==> src/rtl/seg_scan_controller.sv <==
// rtl/seg_scan_controller.sv - time-multiplexed 7-segment scan controller, active-low outputs.
// Optional SEG_LEADING_ZERO_BLANK_EN blanks leading zero digits above digit 0.
module seg_scan_controller #(
    parameter int NUM_DIGITS   = 4,
    parameter int DIGIT_CYCLES = 100000,
    parameter int DEAD_CYCLES  = 2
) (
    input  logic                            clk,
    input  logic                            reset,
    input  logic                            en,
    input  logic [4*NUM_DIGITS-1:0]         iDigits,
    input  logic [NUM_DIGITS-1:0]           iDp,
    output logic [NUM_DIGITS-1:0]           oAn,
    output logic [6:0]                      oSeg,
    output logic                            oDp,
    output logic [$clog2(NUM_DIGITS)-1:0]   oSel,
    output logic                            oFrame
);

    localparam int SW     = $clog2(NUM_DIGITS);
    localparam int LP_MAX = (DIGIT_CYCLES > DEAD_CYCLES)
                          ? ((DIGIT_CYCLES > 2) ? DIGIT_CYCLES : 2)
                          : ((DEAD_CYCLES > 2) ? DEAD_CYCLES : 2);
    localparam int CW     = $clog2(LP_MAX);
    localparam logic [CW-1:0] LP_DRIVE_LAST = CW'(DIGIT_CYCLES - 1);
    localparam logic [CW-1:0] LP_DEAD_LAST  = CW'((DEAD_CYCLES == 0) ? 0 : DEAD_CYCLES - 1);
    localparam logic [SW-1:0] LP_SEL_LAST   = SW'(NUM_DIGITS - 1);

    typedef enum logic [1:0] {
        S_IDLE  = 2'd0,
        S_DRIVE = 2'd1,
        S_BLANK = 2'd2
    } state_t;

    state_t                r_state;
    state_t                w_state_nxt;
    logic [CW-1:0]         r_cnt;
    logic [CW-1:0]         w_cnt_nxt;
    logic [SW-1:0]         r_sel;
    logic [SW-1:0]         w_sel_nxt;
    logic [SW-1:0]         w_sel_inc;
    logic                  r_frame;
    logic                  w_frame_nxt;
    logic [NUM_DIGITS-1:0] r_an;
    logic [NUM_DIGITS-1:0] w_an_nxt;
    logic [6:0]            r_seg;
    logic [6:0]            w_seg_nxt;
    logic                  r_dp;
    logic                  w_dp_nxt;
    logic [3:0]            w_digit;
    logic                  w_lz_blank;

    function automatic logic [6:0] f_decode(input logic [3:0] d);
        case (d)
            4'd0:    f_decode = 7'b1000000;
            4'd1:    f_decode = 7'b1111001;
            4'd2:    f_decode = 7'b0100100;
            4'd3:    f_decode = 7'b0110000;
            4'd4:    f_decode = 7'b0011001;
            4'd5:    f_decode = 7'b0010010;
            4'd6:    f_decode = 7'b0000010;
            4'd7:    f_decode = 7'b1111000;
            4'd8:    f_decode = 7'b0000000;
            4'd9:    f_decode = 7'b0010000;
            default: f_decode = 7'b1111111;
        endcase
    endfunction

    assign w_sel_inc = (r_sel == LP_SEL_LAST) ? '0 : r_sel + 1'b1;
    assign w_digit   = iDigits[{w_sel_nxt, 2'b00} +: 4];

`ifdef SEG_LEADING_ZERO_BLANK_EN
    // Digits sel..top shifted down to bit 0; all-zero means this digit is a leading zero.
    assign w_lz_blank = (w_sel_nxt != '0) && ((iDigits >> {w_sel_nxt, 2'b00}) == '0);
`else
    assign w_lz_blank = 1'b0;
`endif

    always_comb begin
        w_state_nxt = r_state;
        w_cnt_nxt   = r_cnt + 1'b1;
        w_sel_nxt   = r_sel;
        case (r_state)
            S_IDLE: begin
                w_cnt_nxt = '0;
                w_sel_nxt = '0;
                if (en) begin
                    w_state_nxt = S_DRIVE;
                end
            end
            S_DRIVE: begin
                if (r_cnt == LP_DRIVE_LAST) begin
                    w_cnt_nxt   = '0;
                    w_sel_nxt   = w_sel_inc;
                    w_state_nxt = (DEAD_CYCLES == 0) ? S_DRIVE : S_BLANK;
                end
            end
            S_BLANK: begin
                if (r_cnt == LP_DEAD_LAST) begin
                    w_cnt_nxt   = '0;
                    w_state_nxt = S_DRIVE;
                end
            end
            default: begin
                w_cnt_nxt   = '0;
                w_sel_nxt   = '0;
                w_state_nxt = S_IDLE;
            end
        endcase
        if (!en) begin
            w_state_nxt = S_IDLE;
            w_cnt_nxt   = '0;
            w_sel_nxt   = '0;
        end

        // A frame starts whenever digit 0 is freshly entered, not while it keeps dwelling.
        w_frame_nxt = (w_state_nxt == S_DRIVE) && (w_sel_nxt == '0)
                   && !((r_state == S_DRIVE) && (r_sel == '0));

        w_an_nxt  = '1;
        w_seg_nxt = 7'h7F;
        w_dp_nxt  = 1'b1;
        if (w_state_nxt == S_DRIVE) begin
            w_an_nxt  = ~(NUM_DIGITS'(1) << w_sel_nxt);
            w_seg_nxt = w_lz_blank ? 7'h7F : f_decode(w_digit);
            w_dp_nxt  = ~iDp[w_sel_nxt];
        end
    end

    always_ff @(posedge clk or negedge reset) begin
        if (!reset) begin
            r_state <= S_IDLE;
            r_cnt   <= '0;
            r_sel   <= '0;
            r_frame <= 1'b0;
            r_an    <= '1;
            r_seg   <= 7'h7F;
            r_dp    <= 1'b1;
        end else begin
            r_state <= w_state_nxt;
            r_cnt   <= w_cnt_nxt;
            r_sel   <= w_sel_nxt;
            r_frame <= w_frame_nxt;
            r_an    <= w_an_nxt;
            r_seg   <= w_seg_nxt;
            r_dp    <= w_dp_nxt;
        end
    end

    assign oAn    = r_an;
    assign oSeg   = r_seg;
    assign oDp    = r_dp;
    assign oSel   = r_sel;
    assign oFrame = r_frame;

endmodule
==> config.mk <==
export PLATFORM = sky130hd
export DESIGN_NAME = seg_scan_controller
export DESIGN_NICKNAME = d
export VERILOG_FILES = /design/src/rtl/seg_scan_controller.sv
export SDC_FILE = /design/constraint.sdc
export NUM_CORES = 1
export LEC_CHECK = 0
export BUFFER_PORTS_ARGS = -buffer_cell sky130_fd_sc_hd__buf_4
export CORE_ASPECT_RATIO = 2
export CORE_MARGIN = 10
export CORE_UTILIZATION = 53
export DETAILED_ROUTE_END_ITERATION = 8
export PLACE_DENSITY_LB_ADDON = 0.05
export RECOVER_POWER = 50
export SLEW_MARGIN = 20
export SYNTH_ARGS = -nofsm -noshare
export SYNTH_HDL_FRONTEND = slang
export SYNTH_SLANG_ARGS = --single-unit
==> constraint.sdc <==
create_clock -name clk -period 4 [get_ports clk]
set_input_delay 0.4 -clock clk [delete_from_list [all_inputs] [get_ports clk]]
set_output_delay 0.4 -clock clk [all_outputs]
set_load 0.02 [all_outputs]
### Word level (Yosys, flattened, before mapping)

Memories as Yosys holds them, arrays and structs flattened.
Cells that the tools add are included.

* flip-flop bits (word level): 34
* bits in read-only memories: 112
* bits of input ports: 23
* output and inout bits: 15
* logic and storage cells: 45
* memories: 1

* add/subtract/negate cells: 2
* magnitude comparators: 1
* equality and inequality tests: 6
* shifts and indexed selects: 2
* mux-type cells: 17
* bitwise gates (word level): 2
* reductions and logical operators: 7

Memories
* (name not given): words 16, bits a word 7, read ports 1, clocked after Yosys merged registers in 0, wr ports 0, line 54 `case (d)`

Operators with widths (number)
* $mux 17: 3
* $pmux 17 s2: 1
* $add 17x1->17 const B: 1
* $eq 17x1->1 const B: 1
* $eq 17x17->1 const B: 1
* $shiftx 16x5->4: 1
* $mux 2: 6
* $mux 7: 1
* $logic_not 2->1: 3
* $pmux 2 s3: 1
* $eq 2x1->1 const B: 2
* $eq 2x2->1 const B: 2
* $mux 4: 1
* $not 4->4: 1
* $pmux 2 s2: 1
* $shl 1x2->4 const A: 1
* $logic_and 1x1->1: 3
* $lt 2x3->1 const B: 1
* $add 2x1->2 const B: 1
* $bmux 1 s2: 1
* $mux 1: 2
* $logic_not 1->1: 1
* $not 1->1: 1

### Logic depth before layout (Yosys ltp)

* depth in word-level cells: 9
* gate-level depth with buffers: 13
* mapped depth without buffers: 11

### Least setup slack after synthesis

OpenSTA, ideal clock, no wires.

* kind: flip-flop to flip-flop
* start point: reg r_cnt[0]
* end point: reg r_seg[1], in the netlist oSeg[1]
* setup time: 0.077 ns
* arrival: 2.877 ns
* data required time: 3.923 ns
* setup slack: 1.046 ns
* cell stages (with the launch flop): 14
* buffers on the path: 2
* clock period less this slack: 2.954 ns
* path through: dfrtp_1 -> ha_1 -> and4_1 -> buf_4 -> nand4_4 -> or2_1 -> o211a_1 -> buf_6 -> nor3b_4 -> a221o_1 -> inv_1 -> ha_1 -> nand2_1 -> a21o_1

* cells in the longest elaborated chain, start to end: 7
* elaborated cells on any way between the ends: 13
* classes of those cells: eq/ne (3); shift (1); mux (8); memory (1)

Ends and longest elaborated chain
* start, declared: line 37 `logic [CW-1:0] r_cnt;`
* start signal, assigned: line 141 `r_cnt <= w_cnt_nxt;`
* $eq 17x17->1: line 92 `if (r_cnt == LP_DRIVE_LAST) begin`
* $mux 2: line 92
* $pmux 2 s2: line 83 `case (r_state)`
* $mux 2: line 110 `if (!en) begin`
* $shiftx 16x5->4: line 70 `assign w_digit = iDigits[{w_sel_nxt, 2'b00} +: 4];`
* $mem_v2 16x7
* $mux 7 *: line 123 `if (w_state_nxt == S_DRIVE) begin`
* via w_seg_nxt[1]: line 47 `logic [6:0] w_seg_nxt;`
* end signal, assigned: line 145 `r_seg <= w_seg_nxt;`
* end, declared: line 46 `logic [6:0] r_seg;`

Mark *: on every way through the listed nets, which the timed path passes. The rest lies on a longest branch.

### Worst setup path in the final report

Ends and elaborated chain as after synthesis.

==> impl_metrics.py <==
metrics = {
    "layout": {
        "area_delta_synth_final_pct": 20.1,
        "final_nets": 269,
        "mostFrequentLayoutCell": "buf_4",
        "drive_above_1_share": 0.258,
        "nFillCells": 320,
        "diodes": 0,
        "mostFrequentLayoutCells": "buf_4, dfrtp_1, nor2_1, nand2_1",
    },
    "sta": {
        "fmax_mhz": 294,
        "finalSetupTns_ps": 0,
        "setup_violations": 0,
        "period_needed_ps": 3400,
        "fin_worst_skew_ps": 5.32,
        "tightest_slew_ps": 1770,
        "drv_slew": 35,
        "hold_violations": 0,
        "fin_crit_sh": 0.851,
        "setup_ws_ps": 598,
        "max_slew_margin": -0.183,
        "rsz0062_at_grt": "false",
    },
    "global_routing": {
        "antenna_found_initial": 0,
        "overflow": 0,
        "grt_start_max_net_pins": 35,
        "grt_pass1_vias": 1729,
        "grt.total_usage": 0.152,
        "grt_pass1_wl_mm": 8.27,
    },
    "floorplanning": {
        "die_w_um": 63.3,
        "fp-row-count": 31,
        "die-area_um2": 6760,
        "coreArea_um2": 3610,
        "start_util": 0.552,
        "die_height_um": 107,
        "io_pins": 38,
    },
    "cts": {
        "clock_latency_ps": 280,
        "cts.clk_slew.worst_paths_ps": 70,
        "cts_resized": 0,
        "cts_tree": "done",
        "clock_path_buffers": 2,
        "clock-root-buffer": "clkbuf_8",
        "htreeDepth": 2,
        "cts_sinks": 34,
        "numCtsBuffers": 5,
        "postCtsSetupRepairBufs": 0,
        "ctsHoldBuffers": 0,
    },
    "pwr": {
        "clkPwrFrac": 0.422,
        "swShare": 0.228,
        "power.internal_mw": 0.596,
        "ir_drop_mv": 0.273,
        "p_sw_mw": 0.176,
        "p_leak_nw": 1.04,
        "pwr_density_cell_nw_per_um2": 323,
        "power_frac_seq": 0.467,
        "p_comb_frac": 0.112,
    },
    "yosys": {
        "avgSynthCellArea_um2": 10.2,
        "ys_seq_area_frac": 0.435,
        "synth_nets": 229,
        "synth-edff-count": 0,
        "synthTopCellsByArea": "dfrtp_1, dfstp_2, ha_1",
        "synthDistinctLibCells": 51,
        "yosys_warnings": 0,
        "async_flop_share": 1.00,
        "synth_area_leader_cell": "dfrtp_1",
        "ys_ff_latch": 34,
        "synthesis.area_um2": 1990,
        "synthCells": 195,
        "synth_flop_cell": "dfrtp_1",
        "synth_top_area_frac": 0.277,
    },
    "worst_setup_path": {
        "cp-startpoint": "r_cnt[0]",
        "worstPathArrival_ps": 3620,
        "path_cells": "ha_1 -> and4_1 -> nand4_4 -> or2_1 -> o211a_1 -> nor3b_4 -> a221o_1 -> inv_1 -> ha_1 -> nand2_1 -> a21o_1",
        "cp-end-kind": "flop",
        "critical_path_buf_inv_count": 1,
        "crit_required_ps": 4220,
        "cpMostUsedCell": "ha_1",
        "critPathTopFamily": "simple AND/OR/NAND/NOR gates",
        "crit_fanout": 9,
        "cp-start-kind": "flop",
        "critical_path_class": "flop to flop",
        "r2r_start": "r_cnt[0]",
        "crit_slowest_cell": "nor3b_4",
        "critPathMaxStageDelay_ps": 480,
    },
    "route": {
        "wl_per_cell_um": 17.5,
        "wl_mm": 4.99,
        "drc": 0,
        "viasPerCell": 5.62,
        "first_pass_iters": 4,
        "dr_total_vias": 1603,
        "drt-initial-drc-count": 51,
        "antenna_left": 0,
    },
    "status": {
        "violations": "capacitance limit, slew limit",
        "status": "finished with violations",
    },
    "placement": {
        "post-place-ws_ps": 612,
        "gp_congestion": 0.796,
        "portBuffers": 37,
        "place_hpwl_mm": 4.00,
    },
    "flow_run": {
        "cap_violations": 1,
    },
    "worst_hold_path": {
        "min-delay-start": "iDp[0]",
        "min_path_type": "input pin to flop",
    },
}
cell usage after synthesis (2+ instances only):
master    instances
nand2_1          15
nand4_1           3
dfstp_2          12
xnor2_1           4
dfrtp_1          22
or3_1             3
a221o_1           3
a21o_1            2
inv_1            11
xor2_1           10
nand2b_1          4
ha_1             11
o31a_1            2
a22oi_1           2
a21oi_1           3
nand3_1          12
nor3_1            4
mux2_2            2
and3_1            5
clkbuf_1          2
o21ai_0           6
nor2_1           21
and2_1            4
o211ai_1          2
a221oi_4          2
mux2_4            3
state kept, by name (all words and copies together) (netlist names):
register and count:
r_state 2, r_cnt 17, oSeg 7, oFrame 1
oSel 2, oDp 1, oAn 4
routing by layer:
metal	global-route usage	part of all wire	wire length, µm
met2	0.299	0.58	2920
met1	0.133	0.34	1690
met5	0	0	0
met3	0.0448	0.052	261
met4	0.0676	0.024	121
tightest hold or removal path: stages:
cell	delay [ps]
buf_4	80
a222oi_1	60
nand2b_1	150
area by class of cell:
class                   instances  area, µm²  area share
clock buffers                   7       86.3      0.0361
repair buffers                 37        248       0.104
clock inverters                 1       30.0      0.0126
well taps                      49       61.3      0.0257
inverters                      12       45.0      0.0188
flip-flops and latches         34        866       0.362
multi-input cells             145       1050       0.441
cell families (layout without fill, tap and decap cells):
logic type	Yosys count	in the layout	share of synthesized area
xor gates and xnor gates	14	14	0.0616
DFF	34	34	0.435
AOI/OAI and AO/OA	35	35	0.151
muxes	5	5	0.0339
buffers and inverters	16	57	0.0358
adders and majority gates	11	11	0.0691
and+or+nand+nor	80	80	0.214
metrics by stage:
stage | util | std cells | power (mW) | hold slack (ps) | instance area [µm²]
floorplan | - | 195 | 0.411 | 104 | 1990
global placement | 0.639 | 277 | 0.454 | 355 | 2300
detailed placement | 0.639 | 277 | 0.458 | 372 | 2300
CTS | 0.671 | 285 | 0.785 | 64.3 | 2420
global route | 0.663 | 285 | 0.804 | 425 | 2390
finish | 0.663 | 285 | 0.772 | 416 | 2390
final timing paths:
check                      cells past startpoint         to  slack (ps)
min in group asynchronous                      1  r_cnt[16]         580
max in group asynchronous                      1   r_cnt[8]        2390
min                                            3        oDp         420
min reg2reg                                    1   r_cnt[0]         530
max                                           11    oSeg[1]         600
max reg2reg                                   11    oSeg[1]         600
power groups by stage:
stage                     clock (mW)  sequential [mW]  combinational [mW]
after floorplan                    0            0.375              0.0364
after global routing           0.348            0.361              0.0945
after global placement             0            0.366              0.0882
final                          0.325            0.360              0.0861
after CTS                      0.333            0.360              0.0915
after detailed placement           0            0.367              0.0915
Note: power is estimated with default switching activity, not from simulation.
